==> config.mk <==
export PLATFORM = sky130hd
export DESIGN_NAME = cdb_arbiter_flat
export DESIGN_NICKNAME = d
export VERILOG_FILES = /design/src/rtl/cdb_arbiter_if.sv /design/src/rtl/cdb_arbiter.sv /design/src/flat_wrapper.sv
export SDC_FILE = /design/constraint.sdc
export NUM_CORES = 1
export LEC_CHECK = 0
export BUFFER_PORTS_ARGS = -buffer_cell sky130_fd_sc_hd__buf_2
export CORE_AREA = 3 3 98 100
export CTS_CLUSTER_DIAMETER = 30
export DETAILED_ROUTE_END_ITERATION = 6
export DIE_AREA = 0 0 101 103
export PLACE_DENSITY = 0.75
export SYNTH_ARGS = -nofsm -noshare
export SYNTH_HDL_FRONTEND = slang
export SYNTH_SLANG_ARGS = --single-unit
==> constraint.sdc <==
create_clock -name clk -period 5 [get_ports clk]
set_clock_uncertainty 0.2 [all_clocks]
set_input_delay 0.5 -clock clk [delete_from_list [all_inputs] [get_ports clk]]
set_output_delay 0.5 -clock clk [all_outputs]
set_load 0.01 [all_outputs]
==> src/rtl/cdb_arbiter_if.sv <==
// ============================================================================
// cdb_arbiter_if : result-port and common-data-bus signal bundle.
// Rev 1.0
// ============================================================================
`default_nettype none

package cdb_arbiter_pkg;
    typedef struct packed {
        logic cr0_lt;
        logic cr0_gt;
        logic cr0_eq;
        logic cr0_so;
        logic xer_so;
        logic xer_ov;
        logic xer_ca;
    } cond_exception_t;
endpackage

interface cdb_arbiter_if #(
    parameter int UNITS       = 4,
    parameter int RS_ID_WIDTH = 5
);
    import cdb_arbiter_pkg::*;

    logic [UNITS-1:0]                       unit_valid;
    logic [UNITS-1:0]                       unit_ready;
    logic [UNITS-1:0][0:RS_ID_WIDTH-1]      unit_rs_id;
    logic [UNITS-1:0][0:4]                  unit_reg_addr;
    logic [UNITS-1:0][0:31]                 unit_result;
    cond_exception_t [UNITS-1:0]            unit_cr0_xer;

    logic                                   cdb_valid;
    logic [0:RS_ID_WIDTH-1]                 cdb_rs_id;
    logic [0:31]                            cdb_value;
    logic [0:4]                             cdb_reg_addr;
    cond_exception_t                        cdb_cr0_xer;

    // Execution units plus bus consumers.
    modport master (
        output unit_valid, unit_rs_id, unit_reg_addr, unit_result, unit_cr0_xer,
        input  unit_ready,
        input  cdb_valid, cdb_rs_id, cdb_value, cdb_reg_addr, cdb_cr0_xer
    );

    // The arbiter.
    modport slave (
        input  unit_valid, unit_rs_id, unit_reg_addr, unit_result, unit_cr0_xer,
        output unit_ready,
        output cdb_valid, cdb_rs_id, cdb_value, cdb_reg_addr, cdb_cr0_xer
    );
endinterface

`default_nettype wire

==> src/rtl/cdb_arbiter.sv <==
// ============================================================================
// cdb_arbiter : round-robin collector of execution-unit results onto a
// registered common data bus.
// Rev 1.0
// ============================================================================
`default_nettype none

module cdb_arbiter #(
    parameter int UNITS       = 4,
    parameter int RS_ID_WIDTH = 5
) (
    input  wire logic        clk,
    input  wire logic        rst,
    input  wire logic        flush,
    cdb_arbiter_if.slave     bus
);
    import cdb_arbiter_pkg::*;

    localparam int               PTR_W    = (UNITS > 1) ? $clog2(UNITS) : 1;
    localparam logic [PTR_W-1:0] LAST_RST = PTR_W'(UNITS - 1);

    logic [PTR_W-1:0]       last_grant_q, last_grant_d;
    logic                   cdb_valid_q, cdb_valid_d;
    logic [0:RS_ID_WIDTH-1] cdb_rs_id_q, cdb_rs_id_d;
    logic [0:31]            cdb_value_q, cdb_value_d;
    logic [0:4]             cdb_reg_addr_q, cdb_reg_addr_d;
    cond_exception_t        cdb_cr0_xer_q, cdb_cr0_xer_d;

    logic                   grant_found;
    logic                   grant_en;
    logic [PTR_W-1:0]       grant_idx;
    logic [PTR_W-1:0]       cand;
    logic [UNITS-1:0]       ready;

    // Search begins one past the last winner and wraps, so the last winner
    // is examined last.
    always_comb begin
        grant_found = 1'b0;
        grant_idx   = last_grant_q;
        cand        = last_grant_q;
        for (int k = 1; k <= UNITS; k++) begin
            cand = PTR_W'((int'(last_grant_q) + k) % UNITS);
            if (!grant_found && bus.unit_valid[cand]) begin
                grant_found = 1'b1;
                grant_idx   = cand;
            end
        end
    end

    assign grant_en = grant_found && rst && !flush;

    always_comb begin
        ready = '0;
        if (grant_en) begin
            ready[grant_idx] = 1'b1;
        end
    end

    assign bus.unit_ready = ready;

    always_comb begin
        last_grant_d   = last_grant_q;
        cdb_valid_d    = 1'b0;
        cdb_rs_id_d    = cdb_rs_id_q;
        cdb_value_d    = cdb_value_q;
        cdb_reg_addr_d = cdb_reg_addr_q;
        cdb_cr0_xer_d  = cdb_cr0_xer_q;
        if (grant_en) begin
            last_grant_d   = grant_idx;
            cdb_valid_d    = 1'b1;
            cdb_rs_id_d    = bus.unit_rs_id[grant_idx];
            cdb_value_d    = bus.unit_result[grant_idx];
            cdb_reg_addr_d = bus.unit_reg_addr[grant_idx];
            cdb_cr0_xer_d  = bus.unit_cr0_xer[grant_idx];
        end
    end

    always_ff @(posedge clk) begin
        if (!rst) begin
            last_grant_q   <= LAST_RST;
            cdb_valid_q    <= 1'b0;
            cdb_rs_id_q    <= '0;
            cdb_value_q    <= '0;
            cdb_reg_addr_q <= '0;
            cdb_cr0_xer_q  <= '0;
        end else begin
            last_grant_q   <= last_grant_d;
            cdb_valid_q    <= cdb_valid_d;
            cdb_rs_id_q    <= cdb_rs_id_d;
            cdb_value_q    <= cdb_value_d;
            cdb_reg_addr_q <= cdb_reg_addr_d;
            cdb_cr0_xer_q  <= cdb_cr0_xer_d;
        end
    end

    assign bus.cdb_valid    = cdb_valid_q;
    assign bus.cdb_rs_id    = cdb_rs_id_q;
    assign bus.cdb_value    = cdb_value_q;
    assign bus.cdb_reg_addr = cdb_reg_addr_q;
    assign bus.cdb_cr0_xer  = cdb_cr0_xer_q;

endmodule

`default_nettype wire

==> src/flat_wrapper.sv <==
// flat-port wrapper written by rule: the top's interface ports become plain ports
module cdb_arbiter_flat import cdb_arbiter_pkg::*;
#(
    parameter int UNITS       = 4,
    parameter int RS_ID_WIDTH = 5
)
  (clk, rst, flush, bus_unit_valid, bus_unit_rs_id, bus_unit_reg_addr, bus_unit_result, bus_unit_cr0_xer, bus_unit_ready, bus_cdb_valid, bus_cdb_rs_id, bus_cdb_value, bus_cdb_reg_addr, bus_cdb_cr0_xer);
  cdb_arbiter_if #(.UNITS(UNITS), .RS_ID_WIDTH(RS_ID_WIDTH)) bus_i ();
  input  wire logic clk;
  input  wire logic rst;
  input  wire logic flush;
  input wire logic [$bits(bus_i.unit_valid)-1:0] bus_unit_valid;
  input wire logic [$bits(bus_i.unit_rs_id)-1:0] bus_unit_rs_id;
  input wire logic [$bits(bus_i.unit_reg_addr)-1:0] bus_unit_reg_addr;
  input wire logic [$bits(bus_i.unit_result)-1:0] bus_unit_result;
  input wire logic [$bits(bus_i.unit_cr0_xer)-1:0] bus_unit_cr0_xer;
  output wire logic [$bits(bus_i.unit_ready)-1:0] bus_unit_ready;
  output wire logic [$bits(bus_i.cdb_valid)-1:0] bus_cdb_valid;
  output wire logic [$bits(bus_i.cdb_rs_id)-1:0] bus_cdb_rs_id;
  output wire logic [$bits(bus_i.cdb_value)-1:0] bus_cdb_value;
  output wire logic [$bits(bus_i.cdb_reg_addr)-1:0] bus_cdb_reg_addr;
  output wire logic [$bits(bus_i.cdb_cr0_xer)-1:0] bus_cdb_cr0_xer;
  assign bus_i.unit_valid = bus_unit_valid;
  assign bus_i.unit_rs_id = bus_unit_rs_id;
  assign bus_i.unit_reg_addr = bus_unit_reg_addr;
  assign bus_i.unit_result = bus_unit_result;
  assign bus_i.unit_cr0_xer = bus_unit_cr0_xer;
  assign bus_unit_ready = bus_i.unit_ready;
  assign bus_cdb_valid = bus_i.cdb_valid;
  assign bus_cdb_rs_id = bus_i.cdb_rs_id;
  assign bus_cdb_value = bus_i.cdb_value;
  assign bus_cdb_reg_addr = bus_i.cdb_reg_addr;
  assign bus_cdb_cr0_xer = bus_i.cdb_cr0_xer;
  cdb_arbiter #(.UNITS(UNITS), .RS_ID_WIDTH(RS_ID_WIDTH)) u_core (.clk(clk), .rst(rst), .flush(flush), .bus(bus_i));
endmodule
==> Yosys cells after proc, flatten, opt, wreduce, memory -nomap -nowiden <==
Index checks and enable logic that the tools add are counted.
{ "word_totals": {"ff_bits": 52, "in_bits": 203, "output_inout_bits": 54, "elab_cells": 60} }
{ "classes": {"add_sub_neg": 4, "order_cmp": 6, "n_mux": 28, "reduce_logical": 10} }
{ "ops": {"columns": ["op", "n"], "rows": [
  ["$bmux 32 s2", 1],
  ["$mux 32", 1],
  ["$bmux 5 s2", 2],
  ["$lt 2x3->1 const B", 5],
  ["$bmux 7 s2", 1],
  ["$mux 1", 10],
  ["$mux 5", 2],
  ["$bmux 1 s2", 4],
  ["$mux 2", 4],
  ["$mux 7", 1],
  ["$logic_and 1x1->1", 6],
  ["$add 2x1->2 const B", 2],
  ["$add 2x2->2 const B", 2],
  ["$logic_not 1->1", 4],
  ["$mux 4", 1],
  ["$demux 1 s2", 1],
  ["$ge 2x1->1 const B", 1]
]} }

==> Depth between registers and ports, before layout <==
Gate-level depths: netlist of run 1.
{ "logic_depth": {"depth_word": 18, "mapped_depth": 8, "ltp_nobuf": 5} }

==> Least setup slack after synthesis of run 1 <==
Ideal clock, no wire load.
{ "synth_path": {"kind": "input port to output port", "from": "input bus_unit_valid[3]", "to": "output bus_unit_ready[0]", "t_arrival_ps": 1692, "required_time_ps": 4300, "path_slack_ps": 2608, "path_stages": 8, "path_buffers": 3, "path_cell_list": "buf_4 > nor4_2 > nor3b_4 > o21ai_1 > or2_1 > buf_2 > buf_6 > nor2_1"} }
{ "synth_via": {"elab_chain_len": 17, "elab_cells_between_ends": 30, "classes_between": "order compare (2); mux (19); reduce/logical (9)"} }
{ "synth_lines": {"columns": ["item", "line_no", "text"], "rows": [
  ["start: declaration", "flat_wrapper.sv:12", "input wire logic [$bits(bus_i.unit_valid)-1:0] bus_unit_valid;"],
  ["$bmux 1 s2", "cdb_arbiter.sv:43", "if (!grant_found && bus.unit_valid[cand]) begin"],
  ["$mux 1 (implied by the code)", "cdb_arbiter.sv:43", null],
  ["$mux 1", "cdb_arbiter.sv:43", null],
  ["$logic_not 1->1", "cdb_arbiter.sv:43", null],
  ["$logic_and 1x1->1", "cdb_arbiter.sv:43", null],
  ["$mux 1", "cdb_arbiter.sv:43", null],
  ["$logic_not 1->1", "cdb_arbiter.sv:43", null],
  ["$logic_and 1x1->1", "cdb_arbiter.sv:43", null],
  ["$mux 1", "cdb_arbiter.sv:43", null],
  ["$logic_not 1->1", "cdb_arbiter.sv:43", null],
  ["$logic_and 1x1->1", "cdb_arbiter.sv:43", null],
  ["$mux 2", "cdb_arbiter.sv:43", null],
  ["$lt 2x3->1 (implied by the code) or $ge 2x1->1 (tied branches)", "cdb_arbiter.sv:55", "ready[grant_idx] = 1'b1;"],
  ["$logic_and 1x1->1 (implied by the code)", "cdb_arbiter.sv:55", null],
  ["$mux 1 (implied by the code)", "cdb_arbiter.sv:55", null],
  ["$demux 1 s2", null, null],
  ["$mux 4 *", "cdb_arbiter.sv:54", "if (grant_en) begin"],
  ["end: declaration", "flat_wrapper.sv:17", "output wire logic [$bits(bus_i.unit_ready)-1:0] bus_unit_ready;"]
]} }
Every way passes the cells marked *; elsewhere a longest branch is shown, timed or not. The select of a mux whose other input is x is not followed.

==> Worst setup path after layout of run 1 <==
{ "layout_path": {"from": "register u_core.last_grant_q[1]", "to": "output bus_unit_ready[3]"} }
{ "layout_via": {"elab_chain_len": 18, "elab_cells_between_ends": 34, "classes_between": "add/sub (4); order compare (2); mux (19); reduce/logical (9)"} }
{ "layout_lines": {"columns": ["item", "line_no", "text"], "rows": [
  ["start: declaration", "cdb_arbiter.sv:22", "logic [PTR_W-1:0] last_grant_q, last_grant_d;"],
  ["start signal: assignment", "cdb_arbiter.sv:87", "last_grant_q <= last_grant_d;"],
  ["$add 2x1->2", "cdb_arbiter.sv:42", "cand = PTR_W'((int'(last_grant_q) + k) % UNITS);"],
  ["$bmux 1 s2", "cdb_arbiter.sv:43", null],
  ["$mux 1 (implied by the code)", "cdb_arbiter.sv:43", null],
  ["$mux 1", "cdb_arbiter.sv:43", null],
  ["$logic_not 1->1", "cdb_arbiter.sv:43", null],
  ["$logic_and 1x1->1", "cdb_arbiter.sv:43", null],
  ["$mux 1", "cdb_arbiter.sv:43", null],
  ["$logic_not 1->1", "cdb_arbiter.sv:43", null],
  ["(+2 left out)", null, null],
  ["$logic_not 1->1", "cdb_arbiter.sv:43", null],
  ["$logic_and 1x1->1", "cdb_arbiter.sv:43", null],
  ["$mux 2", "cdb_arbiter.sv:43", null],
  ["$lt 2x3->1 (implied by the code) or $ge 2x1->1 (tied branches)", "cdb_arbiter.sv:55", null],
  ["$logic_and 1x1->1 (implied by the code)", "cdb_arbiter.sv:55", null],
  ["$mux 1 (implied by the code)", "cdb_arbiter.sv:55", null],
  ["$demux 1 s2", null, null],
  ["$mux 4 *", "cdb_arbiter.sv:54", null]
]} }
Marks and branches as above.

==> impl_metrics.tcl, run 1 <==
set metrics [dict create \
    clock-sinks 52 \
    std_cell_rows 34 \
    yosysTopAreaCellShare 0.304 \
    holdWs_ns 0.204 \
    path_clk_slew_ns 0.09 \
    cts_tree "yes" \
    p_sw_uw 403 \
    hold_depth 2 \
    hold_viol_final 0 \
    port_buffers 256 \
    cts.repair.resized 0 \
    antenna_found_initial 0 \
    crit_type "flip-flop to primary output" \
    slowest_delay_ns 0.71 \
    sw_frac_of_total 0.334 \
    dpl_worst_slack_ns 1.98 \
    slew_violations 0 \
    cp.buffers_inverters 1 \
    synthAdderAreaFrac 0 \
    cp_data_arrival_time_ns 2.51 \
    peakVddDrop_mv 0.140 \
    synthTopCellsByArea "dfxtp_1 30%, mux2i_1 29%, o221ai_2 21%" \
    synth_edf_count 0 \
    grt_util_all_layers 0.175 \
    clockRootBuffer "clkbuf_8" \
    cellLeakagePower_uw 0.00252 \
    finalSetupViolations 0 \
    min_to "u_core.last_grant_q[1]" \
    cts_hold_buf 0 \
    route.detailed.drc 0 \
    ys_async_sr_fraction 0 \
    grt-ovfl-total 0 \
    ys.flop_type "dfxtp_1" \
    synth_area_per_cell_um2 10.8 \
    die-area_um2 10400 \
    r2r_cells 6 \
    vias_per_cell 5.12 \
    reg2reg_to "u_core.bus.cdb_value[11]" \
    slew-limit-headroom 0.351 \
    die_h_um 103 \
    grt_max_degree 52 \
    coreArea_um2 8760 \
    start_util 0.391 \
    powerDensity_nw_per_um2 254 \
    synthMuxAreaShare 0.286 \
    fmax_ghz 0.311 \
    hold_path.class "primary input to flip-flop" \
    ff2ff_setup_slack_ns 2.16 \
    yosys.area_share.simple 0.104 \
    cp_max_fo 51 \
    status "completed" \
    timing.final.ws_setup_ns 1.79 \
    layout-drive-gt1-share 0.582 \
    drt_wl_total_mm 10.1 \
    critPathRequiredTime_ns 4.30 \
    grt_pass1_vias 3241 \
    die_x_um 101 \
    gp_congestion 0.892 \
    r2r_start "u_core.last_grant_q[1]" \
    syn-num-nets 521 \
    synthDistinctLibCells 30 \
    first_iter_violations 64 \
    worstSetupStartpointType "flip-flop" \
    fin_util 0.542 \
    nets 757 \
    numCtsBuffers 5 \
    internal_power_uw 803 \
    grt_pass1_wl_mm 14.7 \
    seqPwrFrac 0.412 \
    vias 3396 \
    rsz0062_at_grt "false" \
    yosys_warnings 0 \
    post-route-period-util 0.642 \
    ys_seq_elements 52 \
    pin_count 257 \
    clkPwrFrac 0.206 \
    wl_per_cell_um 15.2 \
    synth_compound_area_frac 0.232 \
    worst_setup_path_end_kind "primary output" \
    cpLargestDelayFamily "simple AND/OR/NAND/NOR gates" \
    layout_min_cycle_time_ns 3.21 \
    p_comb_frac 0.381 \
    tightest_slew_ns 0.973 \
    path_depth 5 \
    clk_latency_ns 0.30 \
    crit_start "u_core.last_grant_q[1]" \
    ys_seq_area_frac 0.304 \
    syn_area_um2 3430 \
    syn_inst 318 \
    fin_area_um2 4750 \
    cp_slowest_cell "nand3_4" \
    diodes 0 \
    cts.htree.levels 2 \
    first_pass_iters 4 \
    synth_xor_area_frac 0 \
    synth_top_family_by_area "multiplexers" \
    postPlaceCellArea_um2 4660 \
    syn_to_final_growth_pct 38.8 \
    ant_nets 0 \
    clk_path_buf_depth 2 \
    post-cts-setup-buffers 0 \
    path_cells "nand2_1 > a31oi_1 > nand3_4 > nor2_1 > buf_2" \
    hold_path_startpoint "rst" \
    cap_violations 0 \
    finalSetupTns_ns 0 \
    dp_hpwl_mm 8.03 \
    synth_top_area_cell "dfxtp_1" \
]
cell type report:
class	instances	area (um2)
Clock inverter	2	10.0
Inverter	2	7.51
Clock buffer	6	82.6
Multi-Input combinational cell	234	2150
Sequential cell	52	1040
Tap cell	108	135
Timing Repair Buffer	259	1330
Fill cell	782	4010
layout by cell type, fill, tap and decap left out, types with 3 or more instances in the layout:
cell type / netlist / final
buf_2: 10 / 256
mux2i_1: 98 / 98
nand2_1: 55 / 55
dfxtp_1: 52 / 52
o221ai_2: 48 / 48
nor2_1: 6 / 6
clkbuf_8: 0 / 6
a21oi_1: 5 / 5
nand2b_1: 3 / 3
registers in the layout, indices dropped and copies added (netlist names):
name / count
u_core.bus.cdb_cr0_xer: 7
u_core.bus.cdb_reg_addr: 5
u_core.bus.cdb_rs_id: 5
u_core.bus.cdb_valid: 1
u_core.bus.cdb_value: 32
u_core.last_grant_q: 2
through the flow:
stage / cells / power (uW)
3_5_place_dp: 655 / 974
4_1_cts: 663 / 1230
2_1_floorplan: 318 / 815
3_3_place_gp: 655 / 959
6_report: 663 / 1210
5_1_grt: 663 / 1280
Yosys cell counts (all sizes together) (2+ instances only):
| cell | number |
|---|---|
| a21oi | 6 |
| buf | 26 |
| clkbuf | 4 |
| dfxtp | 52 |
| inv | 2 |
| mux2i | 98 |
| nand2 | 55 |
| nand2b | 3 |
| nor2 | 6 |
| nor2b | 2 |
| nor3 | 3 |
| nor3b | 3 |
| o221ai | 49 |
routing by layer:
| metal | vias up | share of wire | global-route usage |
|---|---|---|---|
| met1 | 1548 | 0.38 | 0.193 |
| met4 | 0 | 0.0067 | 0.0440 |
| met3 | 6 | 0.091 | 0.0365 |
| li1 | 1678 | - | - |
| met2 | 164 | 0.53 | 0.340 |
| met5 | - | 0 | 0 |
power groups by stage:
stage	registers, uW	clock network, uW	logic, uW
after floorplan	525	0	290
after global placement	504	0	454
after detailed placement	506	0	468
after CTS	497	263	468
after global routing	503	273	501
final	498	249	460
worst max path at each step:
| stage | end | slack, ns |
|---|---|---|
| CTS | bus_unit_ready[3] | 1.74 |
| floorplan | bus_unit_ready[0] | 2.61 |
| global placement | bus_unit_ready[2] | 2.07 |
| finish | bus_unit_ready[3] | 1.79 |
| detailed placement | bus_unit_ready[3] | 1.98 |
| global route | bus_unit_ready[3] | 1.56 |
worst reg2reg max path, stage by stage, from the launching register on:
cell and delay (ns):
dfxtp_1 0.56, nand2b_1 0.23, a21oi_1 0.09, nor3_1 0.27, or2_2 0.62, buf_4 0.54
o221ai_1 0.19
logic make-up (layout without fill, tap and decap cells):
group | Yosys count | count (layout)
flip-flops | 52 | 52
multiplexers | 98 | 98
buffers and inverters | 32 | 269
AND/OR/NAND/NOR | 76 | 76
AO/OA/AOI/OAI | 60 | 60
(Power assumes the default switching activity.)
==> inputs of run 2 (changes only) <==
CORE_AREA = unset   (was 3 3 98 100)
CORE_ASPECT_RATIO = 0.7   (was unset)
CORE_MARGIN = 3   (was unset)
CORE_UTILIZATION = 41   (was unset)
DIE_AREA = unset   (was 0 0 101 103)
PLACE_DENSITY = 0.8   (was 0.75)
clock period = 3 ns   (was 5 ns; I/O delays follow)
==> run 2 against run 1 <==
Net effect: cell count up 0.30%; register-to-register slack worse by 1.6 ns; non-clock buffer count up 9; sequential power up 66%; critical path type unchanged.
==> impl_metrics.tcl, run 2 (same netlist as run 1, synthesis figures left out) <==
set metrics [dict create \
    status "completed" \
    largest_reg_flops 32 \
    cts.repair.resized 0 \
    coreArea_um2 8010 \
    cellLeakagePower_uw 0.00259 \
    grt_max_degree 30 \
    cap_violations 0 \
    critPathRequiredTime_ns 2.50 \
    totalPowerFinal_uw 2210 \
    worst_setup_path_end_kind "primary output" \
    grt_pass1_vias 3420 \
    pin_count 257 \
    slew_violations 0 \
    cp_data_arrival_time_ns 2.13 \
    path_clk_slew_ns 0.06 \
    wl_per_cell_um 16.5 \
    layout_commonest_cell "buf_2" \
    powerDensity_nw_per_um2 453 \
    p_comb_frac 0.360 \
    layout_min_cycle_time_ns 2.63 \
    vias 3443 \
    fin_area_um2 4880 \
    clk_latency_ns 0.28 \
    fmax_ghz 0.380 \
    hold_viol_final 0 \
    use_met3 0.0503 \
    finalSetupViolations 0 \
    first_iter_violations 108 \
    die_h_um 82.5 \
    die_x_um 115 \
    route.detailed.drc 0 \
    finalSetupTns_ns 0 \
    postPlaceCellArea_um2 4730 \
    cts.htree.levels 2 \
    busiest_layer "met2" \
    dp_hpwl_mm 8.92 \
    first_pass_iters 4 \
    antenna_found_initial 0 \
    grt_pass1_wl_mm 15.8 \
    cp_max_fo 10 \
    clk_path_buf_depth 2 \
    peakVddDrop_mv 0.278 \
    syn_to_final_growth_pct 42.5 \
    fin_util 0.610 \
    drt_wl_total_mm 11.0 \
    grt.met2_usage 0.408 \
    slew-limit-headroom 0.631 \
    numCtsBuffers 5 \
    gr-usage-met1 0.229 \
    crit_type "flip-flop to primary output" \
    std_cell_rows 27 \
    start_util 0.428 \
    cts_hold_buf 0 \
    vias_per_cell 5.18 \
    grt-ovfl-total 0 \
    rsz0062_at_grt "false" \
    diodes 0 \
    nets 766 \
    layout-drive-gt1-share 0.587 \
    sw_frac_of_total 0.318 \
    grt_util_all_layers 0.209 \
    ant_nets 0 \
    seqPwrFrac 0.375 \
    clockRootBuffer "clkbuf_16" \
    final_cell_mix "256 x buf_2, 98 x mux2i_1, 55 x nand2_1, 52 x dfxtp_1, 48 x o221ai_2" \
    worstSetupStartpointType "flip-flop" \
    hold_path.class "primary input to flip-flop" \
    post-route-period-util 0.876 \
    clock-sinks 52 \
    clkPwrFrac 0.265 \
    port_buffers 256 \
    cts_tree "yes" \
    gp_congestion 0.853 \
    p_sw_uw 704 \
    post-cts-setup-buffers 0 \
    tightest_slew_ns 0.551 \
    die-area_um2 9510 \
    internal_power_uw 1510 \
]
## run 2: cell types whose count changed in the layout (fill, tap and decap cells not counted), sizes merged
cell and change:
clkbuf +1, clkinvlp +1, clkinv -2, buf +9
## run 2: power groups by stage
| stage | Sequential, uW | Clock [uW] | Combinational, uW |
|---|---|---|---|
| after detailed placement | 840 | 0 | 808 |
| after global routing | 840 | 629 | 863 |
| after global placement | 840 | 0 | 781 |
| after floorplan | 875 | 0 | 484 |
| final | 829 | 586 | 795 |
| after CTS | 828 | 603 | 808 |
## run 2: worst max-delay path, cell delays in order (launching register included)
cell      delay (ns)
dfxtp_1         0.54
nand2b_1        0.22
a21oi_2         0.10
nor3_4          0.49
buf_4           0.28
nor2_1          0.07
buf_2           0.14
## run 2: cell type report
| type | count | area (um2) |
|---|---|---|
| clock inverter | 1 | 7.51 |
| multi-input combinational | 234 | 2150 |
| clock buffer | 7 | 143 |
| timing repair buffer | 268 | 1410 |
| tap | 101 | 126 |
| sequential | 52 | 1040 |
| fill | 691 | 3120 |
| inverter | 2 | 7.51 |
## run 2: path summary, 6_finish.rpt
check                           startpoint                       end  slack (ns)  cells after the start
setup reg to reg    u_core.last_grant_q[1]   u_core.bus.cdb_value[2]        0.61                      6
hold / removal                         rst    u_core.last_grant_q[1]        0.03                      2
hold reg to reg   u_core.bus.cdb_value[18]  u_core.bus.cdb_value[18]        0.26                      2
setup / recovery    u_core.last_grant_q[1]         bus_unit_ready[1]        0.37                      6
## run 2: per-layer routing
metal / wire length [um] / vias to the layer above / share of wire
li1: - / 1691 / -
met1: 4000 / 1587 / 0.36
met2: 5970 / 151 / 0.54
met3: 871 / 14 / 0.079
met4: 139 / 0 / 0.013
met5: 0 / - / 0
## run 2: through the flow
stage | std cells | hold WS (ns) | setup WS, ns
floorplan | 318 | 0.162 | 1.01
global placement | 657 | 0.242 | 0.733
detailed placement | 657 | 0.246 | 0.594
CTS | 665 | 0.0229 | 0.326
global route | 665 | 0.0248 | 0.212
finish | 665 | 0.0308 | 0.371
